<file path="src/rtl/mmio_uart_pkg.sv">
// mmio_uart_pkg: shared constants for the memory-mapped UART transmitter.
// Register offsets, STATUS bit positions and FSM state encoding.
package mmio_uart_pkg;

  // Register window offsets (bus_addr[2] selects between them)
  localparam logic [2:0] TXDATA_OFS = 3'd0;
  localparam logic [2:0] STATUS_OFS = 3'd4;

  // STATUS register bit positions
  localparam int ST_FULL    = 0;
  localparam int ST_EMPTY   = 1;
  localparam int ST_BUSY    = 2;
  localparam int ST_OVF     = 3;
  localparam int ST_PARCAP  = 4;
  localparam int ST_CNT_LO  = 8;

  // Transmit FSM state encoding
  typedef logic [2:0] state_t;
  localparam state_t S_IDLE   = 3'd0;
  localparam state_t S_START  = 3'd1;
  localparam state_t S_DATA   = 3'd2;
  localparam state_t S_PARITY = 3'd3;
  localparam state_t S_STOP   = 3'd4;

endpackage

</file>
<file path="src/rtl/mmio_uart_tx_sync_fifo.sv">
// sync_fifo: single-clock FIFO with occupancy count.
// Push while full and pop while empty are ignored; the parent owns any
// overflow policy. Storage is not reset, only pointers and count.
module sync_fifo #(
  parameter int WIDTH = 8,
  parameter int DEPTH = 8
) (
  input  logic                       clk,
  input  logic                       rst_n,
  input  logic                       push,
  input  logic                       pop,
  input  logic [WIDTH-1:0]           din,
  output logic [WIDTH-1:0]           dout,
  output logic                       full,
  output logic                       empty,
  output logic [$clog2(DEPTH):0]     count
);

  localparam int AW = $clog2(DEPTH);
  localparam int CW = AW + 1;

  logic [WIDTH-1:0] mem [DEPTH];
  logic [AW-1:0]    wr_ptr;
  logic [AW-1:0]    rd_ptr;
  logic             do_push;
  logic             do_pop;

  assign full    = (count == CW'(DEPTH));
  assign empty   = (count == '0);
  assign do_push = push & ~full;
  assign do_pop  = pop & ~empty;
  assign dout    = mem[rd_ptr];

  // Storage write; data path carries no reset
  always_ff @(posedge clk) begin
    if (do_push) mem[wr_ptr] <= din;
  end

  // Pointers wrap naturally since DEPTH is a power of two
  always_ff @(posedge clk or negedge rst_n) begin
    if (!rst_n) begin
      wr_ptr <= '0;
      rd_ptr <= '0;
      count  <= '0;
    end else begin
      if (do_push) wr_ptr <= wr_ptr + 1'b1;
      if (do_pop)  rd_ptr <= rd_ptr + 1'b1;
      case ({do_push, do_pop})
        2'b10:   count <= count + 1'b1;
        2'b01:   count <= count - 1'b1;
        default: count <= count;
      endcase
    end
  end

endmodule

</file>
<file path="src/rtl/mmio_uart_tx.sv">
// mmio_uart_tx: memory-mapped UART transmitter on the data-memory bus.
// Two-word window: TXDATA (push byte) and STATUS (flags, count, overflow clear).
// Optional macro UART_PARITY_EN adds an even-parity bit before the stop bit
// and sets STATUS bit4 as a capability flag; default build is plain 8N1.
module mmio_uart_tx
  import mmio_uart_pkg::*;
#(
  parameter logic [31:0] BASE_ADDR    = 32'hFFFF_0000,
  parameter int          CLKS_PER_BIT = 16,
  parameter int          FIFO_DEPTH   = 8
) (
  input  logic        clk,
  input  logic        rst_n,
  input  logic        bus_we,
  input  logic [31:0] bus_addr,
  input  logic [31:0] bus_wdata,
  output logic [31:0] bus_rdata,
  output logic        sel,
  output logic        tx,
  output logic        tx_busy
);

  localparam int            CW        = $clog2(FIFO_DEPTH) + 1;
  localparam int            BW        = $clog2(CLKS_PER_BIT);
  localparam logic [BW-1:0] BAUD_LOAD = BW'(CLKS_PER_BIT - 1);

  logic [7:0]    fifo_dout;
  logic          fifo_full;
  logic          fifo_empty;
  logic [CW-1:0] fifo_count;

  logic          wr_txdata;
  logic          wr_status;
  logic          push;
  logic          pop;
  logic          bit_end;

  state_t        state;
  logic [BW-1:0] baud;
  logic [2:0]    bit_idx;
  logic [7:0]    shreg;
  logic          overflow;
  logic [31:0]   status;
  logic          unused_bits;

  assign sel       = (bus_addr[31:3] == BASE_ADDR[31:3]);
  assign wr_txdata = sel & bus_we & (bus_addr[2] == TXDATA_OFS[2]);
  assign wr_status = sel & bus_we & (bus_addr[2] == STATUS_OFS[2]);

  // A full FIFO drops the byte even if a pop happens at the same edge
  assign push    = wr_txdata & ~fifo_full;
  assign bit_end = (baud == '0);
  // Pop from IDLE, or at stop-bit expiry to chain frames with no idle gap
  assign pop     = ~fifo_empty & ((state == S_IDLE) | ((state == S_STOP) & bit_end));
  assign tx_busy = (state != S_IDLE) | ~fifo_empty;

  assign unused_bits = ^{bus_addr[1:0], bus_wdata[31:8]};

  sync_fifo #(
    .WIDTH (8),
    .DEPTH (FIFO_DEPTH)
  ) u_fifo (
    .clk   (clk),
    .rst_n (rst_n),
    .push  (push),
    .pop   (pop),
    .din   (bus_wdata[7:0]),
    .dout  (fifo_dout),
    .full  (fifo_full),
    .empty (fifo_empty),
    .count (fifo_count)
  );

  // Capture the popped byte for the frame being started
  always_ff @(posedge clk) begin
    if (pop) shreg <= fifo_dout;
  end

  // Sticky overflow: set on a dropped push, cleared by writing 1 to STATUS bit3
  always_ff @(posedge clk or negedge rst_n) begin
    if (!rst_n) begin
      overflow <= 1'b0;
    end else if (wr_txdata & fifo_full) begin
      overflow <= 1'b1;
    end else if (wr_status & bus_wdata[ST_OVF]) begin
      overflow <= 1'b0;
    end
  end

  // Serializer FSM: baud counter counts down, bit boundary at zero
  always_ff @(posedge clk or negedge rst_n) begin
    if (!rst_n) begin
      state   <= S_IDLE;
      baud    <= '0;
      bit_idx <= '0;
      tx      <= 1'b1;
    end else begin
      case (state)
        S_IDLE: begin
          if (pop) begin
            state <= S_START;
            tx    <= 1'b0;
            baud  <= BAUD_LOAD;
          end
        end
        S_START: begin
          if (bit_end) begin
            state   <= S_DATA;
            tx      <= shreg[0];
            baud    <= BAUD_LOAD;
            bit_idx <= '0;
          end else begin
            baud <= baud - 1'b1;
          end
        end
        S_DATA: begin
          if (bit_end) begin
            baud <= BAUD_LOAD;
            if (bit_idx == 3'd7) begin
`ifdef UART_PARITY_EN
              state <= S_PARITY;
              tx    <= ^shreg;
`else
              state <= S_STOP;
              tx    <= 1'b1;
`endif
            end else begin
              bit_idx <= bit_idx + 3'd1;
              tx      <= shreg[bit_idx + 3'd1];
            end
          end else begin
            baud <= baud - 1'b1;
          end
        end
        S_PARITY: begin
          if (bit_end) begin
            state <= S_STOP;
            tx    <= 1'b1;
            baud  <= BAUD_LOAD;
          end else begin
            baud <= baud - 1'b1;
          end
        end
        S_STOP: begin
          if (bit_end) begin
            if (pop) begin
              state <= S_START;
              tx    <= 1'b0;
              baud  <= BAUD_LOAD;
            end else begin
              state <= S_IDLE;
            end
          end else begin
            baud <= baud - 1'b1;
          end
        end
        default: begin
          state <= S_IDLE;
          tx    <= 1'b1;
          baud  <= '0;
        end
      endcase
    end
  end

  // STATUS word assembly
  always_comb begin
    status                   = '0;
    status[ST_FULL]          = fifo_full;
    status[ST_EMPTY]         = fifo_empty;
    status[ST_BUSY]          = tx_busy;
    status[ST_OVF]           = overflow;
`ifdef UART_PARITY_EN
    status[ST_PARCAP]        = 1'b1;
`else
    status[ST_PARCAP]        = 1'b0;
`endif
    status[ST_CNT_LO +: 8]   = 8'(fifo_count);
  end

  // Read mux: TXDATA reads 0, outside the window reads 0
  always_comb begin
    bus_rdata = '0;
    if (sel && (bus_addr[2] == STATUS_OFS[2])) bus_rdata = status;
  end

endmodule
</file>
<file path="config.mk">
export PLATFORM = sky130hd
export DESIGN_NAME = mmio_uart_tx
export DESIGN_NICKNAME = d
export VERILOG_FILES = /design/src/rtl/mmio_uart_pkg.sv /design/src/rtl/mmio_uart_tx_sync_fifo.sv /design/src/rtl/mmio_uart_tx.sv
export SDC_FILE = /design/constraint.sdc
export NUM_CORES = 1
export LEC_CHECK = 0
export ABC_CLOCK_PERIOD_IN_PS = 10030
export CAP_MARGIN = 25
export CELL_PAD_IN_SITES_DETAIL_PLACEMENT = 1
export CELL_PAD_IN_SITES_GLOBAL_PLACEMENT = 2
export CORE_MARGIN = 4
export CORE_UTILIZATION = 37
export DETAILED_ROUTE_END_ITERATION = 7
export GPL_ROUTABILITY_DRIVEN = 0
export MAX_ROUTING_LAYER = met4
export PLACE_DENSITY_LB_ADDON = 0.1
export SLEW_MARGIN = 20
export SYNTH_ARGS = -nofsm -noshare
export SYNTH_HDL_FRONTEND = slang
export SYNTH_SLANG_ARGS = --single-unit
</file>
<file path="constraint.sdc">
create_clock -name clk -period 10.03 [get_ports clk]
set_input_delay 2.006 -clock clk [delete_from_list [all_inputs] [get_ports clk]]
set_output_delay 2.006 -clock clk [all_outputs]
set_load 0.02 [all_outputs]
</file>
# == Word-level counts from Yosys, hierarchy flattened ==
# Memories as Yosys holds them, arrays and structs flattened. A register that Yosys moved wholly into a read port is not among the register bits.
# Index checks and enable logic that the tools add are counted.
# op_classes
n_addsub,6
magnitude_cmp,1
n_eq_ne,16
mux,31
n_bitwise,15
n_reduce_logical,12
# ops
cell,count
"== test 29 bit, second input constant",1
2-to-1 mux 3 bit,9
case mux 3 bit (5 select lines),1
2-to-1 mux 1 bit,12
2-to-1 mux 12 bit,1
2-to-1 mux 4 bit,3
"!= test 2 bit, second input constant",6
case mux 4 bit (3 select lines),1
AND 1 bit,10
"adder 3 x 1 -> 3 bit, second input constant",3
zero test 4 bit,2
case mux 4 bit (2 select lines),1
AND reduction 4 bit,2
"subtractor 4 x 1 -> 4 bit, second input constant",2
"== test 3 x 2 -> 1 bit, second input constant",2
"== test 3 bit, second input constant",2
case mux 3 bit (2 select lines),1
AND reduction 6 bit,1
nonzero test 2 bit,3
case mux 1 bit (5 select lines),1
"adder 4 x 1 -> 4 bit, second input constant",1
"== test 4 bit, second input constant",1
"less-than comparator 3 x 4 -> 1 bit, second input constant",1
binary-select mux 1 bit (select 3 bit),1
other kinds (10),13
# totals
reg_bits,22
ramBits,64
out_inout_bits,35
word_cells,90
n_memories,1
# mem_list
memory,words,width,read_ports,rd_clocked_by_memory_dff,write_ports,line_no,rtl
u_fifo.mem,8,8,1,1,1,mmio_uart_tx_sync_fifo.sv:22,logic [WIDTH-1:0] mem [DEPTH];

# == Longest topological paths before layout ==
# depth
depth_word,7
ltp_mapped,11
mapped_depth_nobuf,10

# == Cells and area by module ==
# Synthesis repeated with hierarchy kept, for this count alone.
# hier_totals
cells_unflattened,306
hier_area_um2,4518.1
# by_module_without_submodules
mod,instances,cells_per_inst,area_each_um2,seq_area_each_um2
sync_fifo,1,160,3134.3,2172.1
mmio_uart_tx,1,146,1383.8,541.8

# == Worst setup path after synthesis ==
# No wires, ideal clock.
# synth_timing
kind,input to output
start,input port bus_addr[23]
end,output port bus_rdata[10]
t_arrival_ps,3248
required_time_ps,8024
slack_ps,4776
cell_stages,4
n_path_buf,0
cell_sequence,nand4_1 -> nor4_1 -> and2_1 -> and3_1
# synth_between
elab_chain_cells,3
# synth_lines
item,line_no,rtl
start: declaration,mmio_uart_tx.sv:15,"input logic [31:0] bus_addr,"
== test 29 bit,mmio_uart_tx.sv:46,assign sel = (bus_addr[31:3] == BASE_ADDR[31:3]);
named net sel,mmio_uart_tx.sv:18,"output logic sel,"
logical AND 1 bit,mmio_uart_tx.sv:184,if (sel && (bus_addr[2] == STATUS_OFS[2])) bus_rdata = status;
2-to-1 mux 12 bit,mmio_uart_tx.sv:184,
end: declaration,mmio_uart_tx.sv:17,"output logic [31:0] bus_rdata,"
# The timed path passes the listed nets, and every way through them passes these cells.

# == Final worst setup path ==
# layout_timing
start,input port bus_addr[19]
end,output port bus_rdata[2]
# layout_between
elab_chain_cells,3
# layout_lines
item,line_no
== test 29 bit,mmio_uart_tx.sv:46
logical AND 1 bit,mmio_uart_tx.sv:184
2-to-1 mux 12 bit,mmio_uart_tx.sv:184
# Every way passes these cells.

==> summary.md <==
| Metric | Value |
|---|---|
| Initial antenna violation count | 0 |
| Final Cycle Share | 65.1% |
| Main synth FF type | edfxtp_1 |
| Post CTS Setup Buffer Count | 0 |
| Drt total wl | 9070 um |
| CTS buffer count | 9 |
| Worst-path cell chain | clkdlybuf4s50_1, nand4_1, nor4_1, nand3_1, a21oi_1, clkdlybuf4s50_1 |
| I/O Buffers | 51 |
| First-pass iteration count of the detailed router | 4 |
| Max clock buf depth | 2 |
| Detailed-route via count | 2528 |
| LEAKAGE | 1.91 nW |
| HP Class | register to register |
| Post-DR vias/cell | 5.07 |
| Layout cells sized above 1 | 16.6% |
| Yosys top cell by area | edfxtp_1 |
| Commonest non-fill, non-tap cell in the layout | edfxtp_1 |
| Async S/R FF share, synth | 23.4% |
| Post-DP Area | 4980 um2 |
| Final Skew | 0.00727 ns |
| Startpoint Class | input port |
| Power Density | 152 nW/um2 |
| Diode count | 0 |
| Num ports | 102 |
| RSZ-0062 raised after global routing | no |
| Setup-failing EPs final | 0 |
| H-tree levels | 3 |
| Vias in the first global route | 2700 |
| Dpl hpwl | 6390 um |
| Post-synth top area share | 49.5% |
| Final nets | 428 |
| Required @ worst endpoint | 8.02 ns |
| Status | finished clean |
| Synth top area cells | edfxtp_1 (49%), dfrtp_1 (12%), mux4_2 (9.3%) |
| Gate Count Post-Synth | 293 |
| EDFF count, synth | 72 |
| Final-report max-slew violation count | 0 |
| Multi-input logic area | 1460 um2 |
| First-pass GRT wire length | 14800 um |
| Largest net degree at the start of global routing | 23 |
| # fillers | 1156 |
| CP peak stage delay | 0.69 ns |
| Max cap viols | 0 |
| Library cells used by synthesis | 55 |
| CTS tree | done |
| Root buffer cell | clkbuf_16 |
| Commonest non-fill, non-tap cells in the layout | edfxtp_1 (72), clkdlybuf4s50_1 (51), conb_1 (24) |
| Peak supply drop | 0.0977 mV |
| Seq cells post-synth | 94 |
| Final Hold Fails | 0 |
| Post-route design area | 5300 um2 |
| Die area | 13600 um2 |
| Row count | 39 |
| Ys Warns | 0 |
| Slowest stage cell, crit path | nor4_1 |
| # DRC | 0 |
| Relative slew slack | 35.1% |
| Die X | 117 um |
| CP Capture Type | output pin |
| Overflow after GRT | 0 |
| Seq/Total Area, Yosys | 62.1% |
| CTS Sinks | 94 |
| Reg area | 2710 um2 |
| CP max FO | 6 |
| Final core occ | 46.2% |
| Crit path time final | 6.53 ns |
| Clock latency on the worst-skew pair | 0.34 ns |
| Clock-pin slew on the worst setup and hold paths | 0.07 ns |
| Critical path start-end classification | input port to output pin |
| Core box area | 11500 um2 |
| WP data arrival | 4.52 ns |
| Final Worst Setup Slack | 3.50 ns |
| Layout area overhead | 21.2% |
| Worst slew pin tran | 0.973 ns |
| # resized after CTS | 0 |
| Die Y | 117 um |
| Initial Utilization | 38.1% |
| # hold bufs at CTS | 0 |
| Cell mode on critical path | clkdlybuf4s50_1 |
| Post-route setup TNS | 0 ns |
| Total GRT Usage | 15.0% |
| Final Power | 0.804 mW |
| Post-DRT Antenna Nets | 0 |
| Synth Area per Inst | 14.9 um2 |
| Highest clock rate | 0.153 GHz |
| Post-synthesis cell area | 4370 um2 |
| DRT iter0 DRCs | 144 |
| Routed len/inst | 18.2 um |
| Pre-CTS WS | 3.44 ns |
[cell usage after synthesis (5+ instances only)]
| library cell | number |
|---|---|
| buf_4 | 24 |
| o21ai_0 | 8 |
| edfxtp_1 | 72 |
| ha_1 | 9 |
| inv_1 | 13 |
| nor4_1 | 10 |
| nor2_1 | 17 |
| dfrtp_1 | 21 |
| nand2_1 | 11 |
| xnor2_1 | 5 |
| mux2_2 | 9 |
| mux4_2 | 18 |
| a21oi_1 | 7 |
| clkbuf_1 | 5 |
[sequential cells by signal, summed over array words and instances (netlist names)]
signal	flops
state	3
baud	4
bit_idx	3
shreg	8
u_fifo.rd_ptr	3
tx	1
u_fifo.mem	64
overflow	1
u_fifo.wr_ptr	3
u_fifo.count	4
[cell type report]
type / instances / share of cell area (%)
flip-flops and latches: 94 / 51.3
multi-input cells: 173 / 27.6
repair buffers: 60 / 10.9
clock buffers: 9 / 4.25
well taps: 143 / 3.38
clock inverters: 7 / 1.65
inverters: 13 / 0.922
[routing by layer]
layer  global-route usage [%]  share of wire (%)  up-vias
met2                     24.7                 51       34
met4                     4.66                1.5        0
met3                     3.16                2.8       14
met5                        -                  0        -
li1                         -                  -     1197
met1                     18.5                 45     1283
[worst paths after layout]
check / startpoint / end / slack [ns] / cells after the start
max: bus_addr[19] / bus_rdata[2] / 3.50 / 6
min: bit_idx[2] / bit_idx[2] / 0.51 / 1
max reg2reg: baud[0] / u_fifo.count[3] / 6.44 / 10
min reg2reg: bit_idx[2] / bit_idx[2] / 0.51 / 1
max in group asynchronous: rst_n / tx / 7.70 / 2
min in group asynchronous: rst_n / u_fifo.count[1] / 2.03 / 2
[stage by stage]
step / std cells / hold WS, ns
global route: 499 / 0.543
detailed placement: 483 / 0.503
finish: 499 / 0.514
global placement: 483 / 0.491
floorplan: 316 / 0.462
CTS: 499 / 0.519
[critical path, delay by kind of cell]
kind,cells,cell delay [ns]
buffers and inverters,2,1.09
and+or+nand+nor,3,1.17
AOI/OAI and AO/OA,1,0.24
[where the power goes]
part           internal, mW  switching, mW
combinational        0.0144         0.0155
sequential            0.419  0.00000000188
clock                 0.199          0.156
total                 0.632          0.172
[cells by family (layout without fill, tap and decap cells)]
kind of cell	count (synthesis)	after routing	share of synthesized area [%]
compound gates	33	33	5.58
xor+xnor	7	7	1.40
fa+ha+maj	11	11	3.26
buf+inv	49	89	6.53
flops	94	94	62.1
mux	32	32	12.9
other cells	1	24	0.0858
simple gates	66	66	8.19
Note: power is estimated with default switching activity, not from simulation.
==> RTL change (same flow settings) <==
Add an input register stage for `bus_we`, `bus_addr` and `bus_wdata`, without a reset; this delays them by one clock.
--- a/src/rtl/mmio_uart_tx.sv
+++ b/src/rtl/mmio_uart_tx.sv
@@ -25,4 +25,14 @@
   localparam logic [BW-1:0] BAUD_LOAD = BW'(CLKS_PER_BIT - 1);
 
+  logic bus_we_q;
+  logic [31:0] bus_addr_q;
+  logic [31:0] bus_wdata_q;
+
+  always_ff @(posedge clk) begin
+    bus_we_q    <= bus_we;
+    bus_addr_q  <= bus_addr;
+    bus_wdata_q <= bus_wdata;
+  end
+
   logic [7:0]    fifo_dout;
   logic          fifo_full;
@@ -44,7 +54,7 @@
   logic          unused_bits;
 
-  assign sel       = (bus_addr[31:3] == BASE_ADDR[31:3]);
-  assign wr_txdata = sel & bus_we & (bus_addr[2] == TXDATA_OFS[2]);
-  assign wr_status = sel & bus_we & (bus_addr[2] == STATUS_OFS[2]);
+  assign sel       = (bus_addr_q[31:3] == BASE_ADDR[31:3]);
+  assign wr_txdata = sel & bus_we_q & (bus_addr_q[2] == TXDATA_OFS[2]);
+  assign wr_status = sel & bus_we_q & (bus_addr_q[2] == STATUS_OFS[2]);
 
   // A full FIFO drops the byte even if a pop happens at the same edge
@@ -55,5 +65,5 @@
   assign tx_busy = (state != S_IDLE) | ~fifo_empty;
 
-  assign unused_bits = ^{bus_addr[1:0], bus_wdata[31:8]};
+  assign unused_bits = ^{bus_addr_q[1:0], bus_wdata_q[31:8]};
 
   sync_fifo #(
@@ -65,5 +75,5 @@
     .push  (push),
     .pop   (pop),
-    .din   (bus_wdata[7:0]),
+    .din   (bus_wdata_q[7:0]),
     .dout  (fifo_dout),
     .full  (fifo_full),
@@ -83,5 +93,5 @@
     end else if (wr_txdata & fifo_full) begin
       overflow <= 1'b1;
-    end else if (wr_status & bus_wdata[ST_OVF]) begin
+    end else if (wr_status & bus_wdata_q[ST_OVF]) begin
       overflow <= 1'b0;
     end
@@ -182,5 +192,5 @@
   always_comb begin
     bus_rdata = '0;
-    if (sel && (bus_addr[2] == STATUS_OFS[2])) bus_rdata = status;
+    if (sel && (bus_addr_q[2] == STATUS_OFS[2])) bus_rdata = status;
   end
 
Formal check against the unedited RTL: not equivalent (Yosys sat finds a counterexample within 4 cycles, from zero or initial values and one cycle with rst_n low).
==> RTL change against the original RTL <==
- synthesized cell count is 14% higher
- critical endpoint unchanged
- cell area is 21% higher
- die area up 18%
- worst setup slack gained 1.9 ns
- sequential share of layout area increased by 3.1 points
- sequential cell count grew 39
- power up 53%
- worst hold slack got worse by 0.0068 ns
- largest cell class unchanged
- non-clock buffer count fell by 4
- wire length increased by 13%
- area after synthesis increased by 19%
==> RTL change: results (changes against the original RTL) <==
[placement]
post_dp_cell_area_um2=5834  ; +17%
dpl.hpwl_mm=6.961  ; +8.9%
portBuffers=51  ; unchanged

[sta]
skew_ns=0.009067  ; +0.001792 ns
relSlewSlack=0.3511  ; about the same
hold_ws_ns=0.5070  ; -0.006832 ns

[drt]
vias=2876  ; +14%
drt_iter0_drc=188  ; +31%
wl_per_cell_um=17.40  ; -4.3%

[yosys]
synthArstFlopShare=0.1654  ; -0.06863
synth_commonest_cells=72 x edfxtp_1, 39 x dfxtp_1, 25 x buf_4, 21 x dfrtp_1, 18 x mux4_2
synth_cell_type_count=53  ; -3.6%
ys_seq_area_frac=0.6727  ; +0.05173
synthTopCellsByArea=edfxtp_1 42%, dfxtp_1 15%, dfrtp_1 10%

[worst_setup_path]
path_max_fanout=6  ; unchanged
cp.arrival_ns=2.66  ; -1.86 ns
max_stage_delay_ns=0.63  ; -0.06 ns
reg2reg_from=baud[0]$_DFF_PN0_
critPathSlowestCell=clkdlybuf4s50_1
rrSetupSlack_ns=6.41  ; -0.03 ns

[power_and_ir_drop]
leakagePower_nw=2.381  ; +25%
p_sw_frac=0.2094  ; -0.004422
ir_worst_vdd_mv=0.1284  ; +31%

[layout]
fin_nets=474  ; +11%
reg.largest.list=u_fifo.mem: 64 flops, bus_addr_q: 30 flops
drive_gt1_frac=0.1854  ; +0.01964
fillers=1365  ; +18%

[global_routing]
grt_usage=0.1422  ; -0.007379
first_global_vias=3077  ; +14%
grt_pass1_wl_mm=16.62  ; +12%
antenna_found_initial=0  ; unchanged

[hold_path]
min_path_cells=2  ; +1
min_to=tx$_DFFE_PN1P_
hp-start=tx$_DFFE_PN1P_

[clock_tree]
cts_resized=0  ; unchanged
cts_buffers=17  ; +8
cts_root_buf=clkbuf_16
cts-htree-levels=4  ; +1
clk_latency_ns=0.42  ; +0.08 ns

[status]
status=complete, no violations

## RTL change: changes by cell type after synthesis, sizes merged, moves of 4 or more
cell,unedited run,this run
nor3,4,8
nor4,11,6
dfxtp,0,39
a21oi,7,12
## RTL change: tightest hold or removal path: cells and delay by family (launching register included)
kind | cells | cell delay [ns]
AOI/OAI and AO/OA | 1 | 0.05
DFF | 1 | 0.37
and+or+nand+nor | 1 | 0.09
## RTL change: cells by family (layout without fill, tap and decap cells)
family,count (synthesis),count (layout),synth area share
other,1,24,0.0007219
and+or+nand+nor,68,68,0.07539
AOI/OAI and AO/OA,33,33,0.04456
xor gates and xnor gates,8,8,0.01349
muxes,34,34,0.1125
DFF,133,133,0.6727
buffers and inverters,46,99,0.05323
adders and majority gates,11,11,0.02746
## RTL change: metal layers
layer,vias to the layer above,share of wire,wire [um],GRT usage
met5,-,0,0,-
met3,19,0.037,382,0.04295
met1,1449,0.43,4442,0.1655
met2,58,0.51,5234,0.2301
li1,1350,-,-,-
met4,0,0.020,205,0.05994
## RTL change: final cells by class
type                    instances  area [um2]  area share
clock buffers                  20       479.2     0.07457
clock inverters                12       112.6     0.01752
flip-flops and latches        133        3495      0.5438
multi-input cells             178        1530      0.2381
well taps                     180       225.2     0.03505
inverters                      11       41.29    0.006425
repair buffers                 56       543.0     0.08450
## RTL change: worst max path at each step
stage	slack, ns	end	startpoint	cells past startpoint
2_1_floorplan	6.58	bus_rdata[2]	bus_addr_q[7]$_DFF_P_	4
3_3_place_gp	5.75	bus_rdata[2]	bus_addr_q[7]$_DFF_P_	5
3_5_place_dp	5.73	bus_rdata[2]	bus_addr_q[7]$_DFF_P_	5
4_1_cts	5.25	bus_rdata[2]	bus_addr_q[7]$_DFF_P_	5
5_1_grt	5.14	bus_rdata[2]	bus_addr_q[7]$_DFF_P_	5
6_report	5.36	bus_rdata[2]	bus_addr_q[7]$_DFF_P_	5
## RTL change: power by group through the flow
stage          Combinational, mW  Sequential [mW]  Clock (mW)
6_report                  0.0276            0.588       0.613
5_1_grt                   0.0298            0.589       0.656
4_1_cts                   0.0278            0.588       0.630
3_5_place_dp              0.0277            0.600           0
3_3_place_gp              0.0276            0.599           0
2_1_floorplan             0.0173            0.597           0
## RTL change: per-stage QoR
step           setup slack [ns]  power [mW]  instances    util
6_report                  5.360       1.228        590  0.4648
5_1_grt                   5.141       1.274        590  0.4648
3_5_place_dp              5.729      0.6272        558  0.4220
2_1_floorplan             6.582      0.6148        357       -
4_1_cts                   5.250       1.246        590  0.4648
3_3_place_gp              5.751      0.6262        558  0.4223
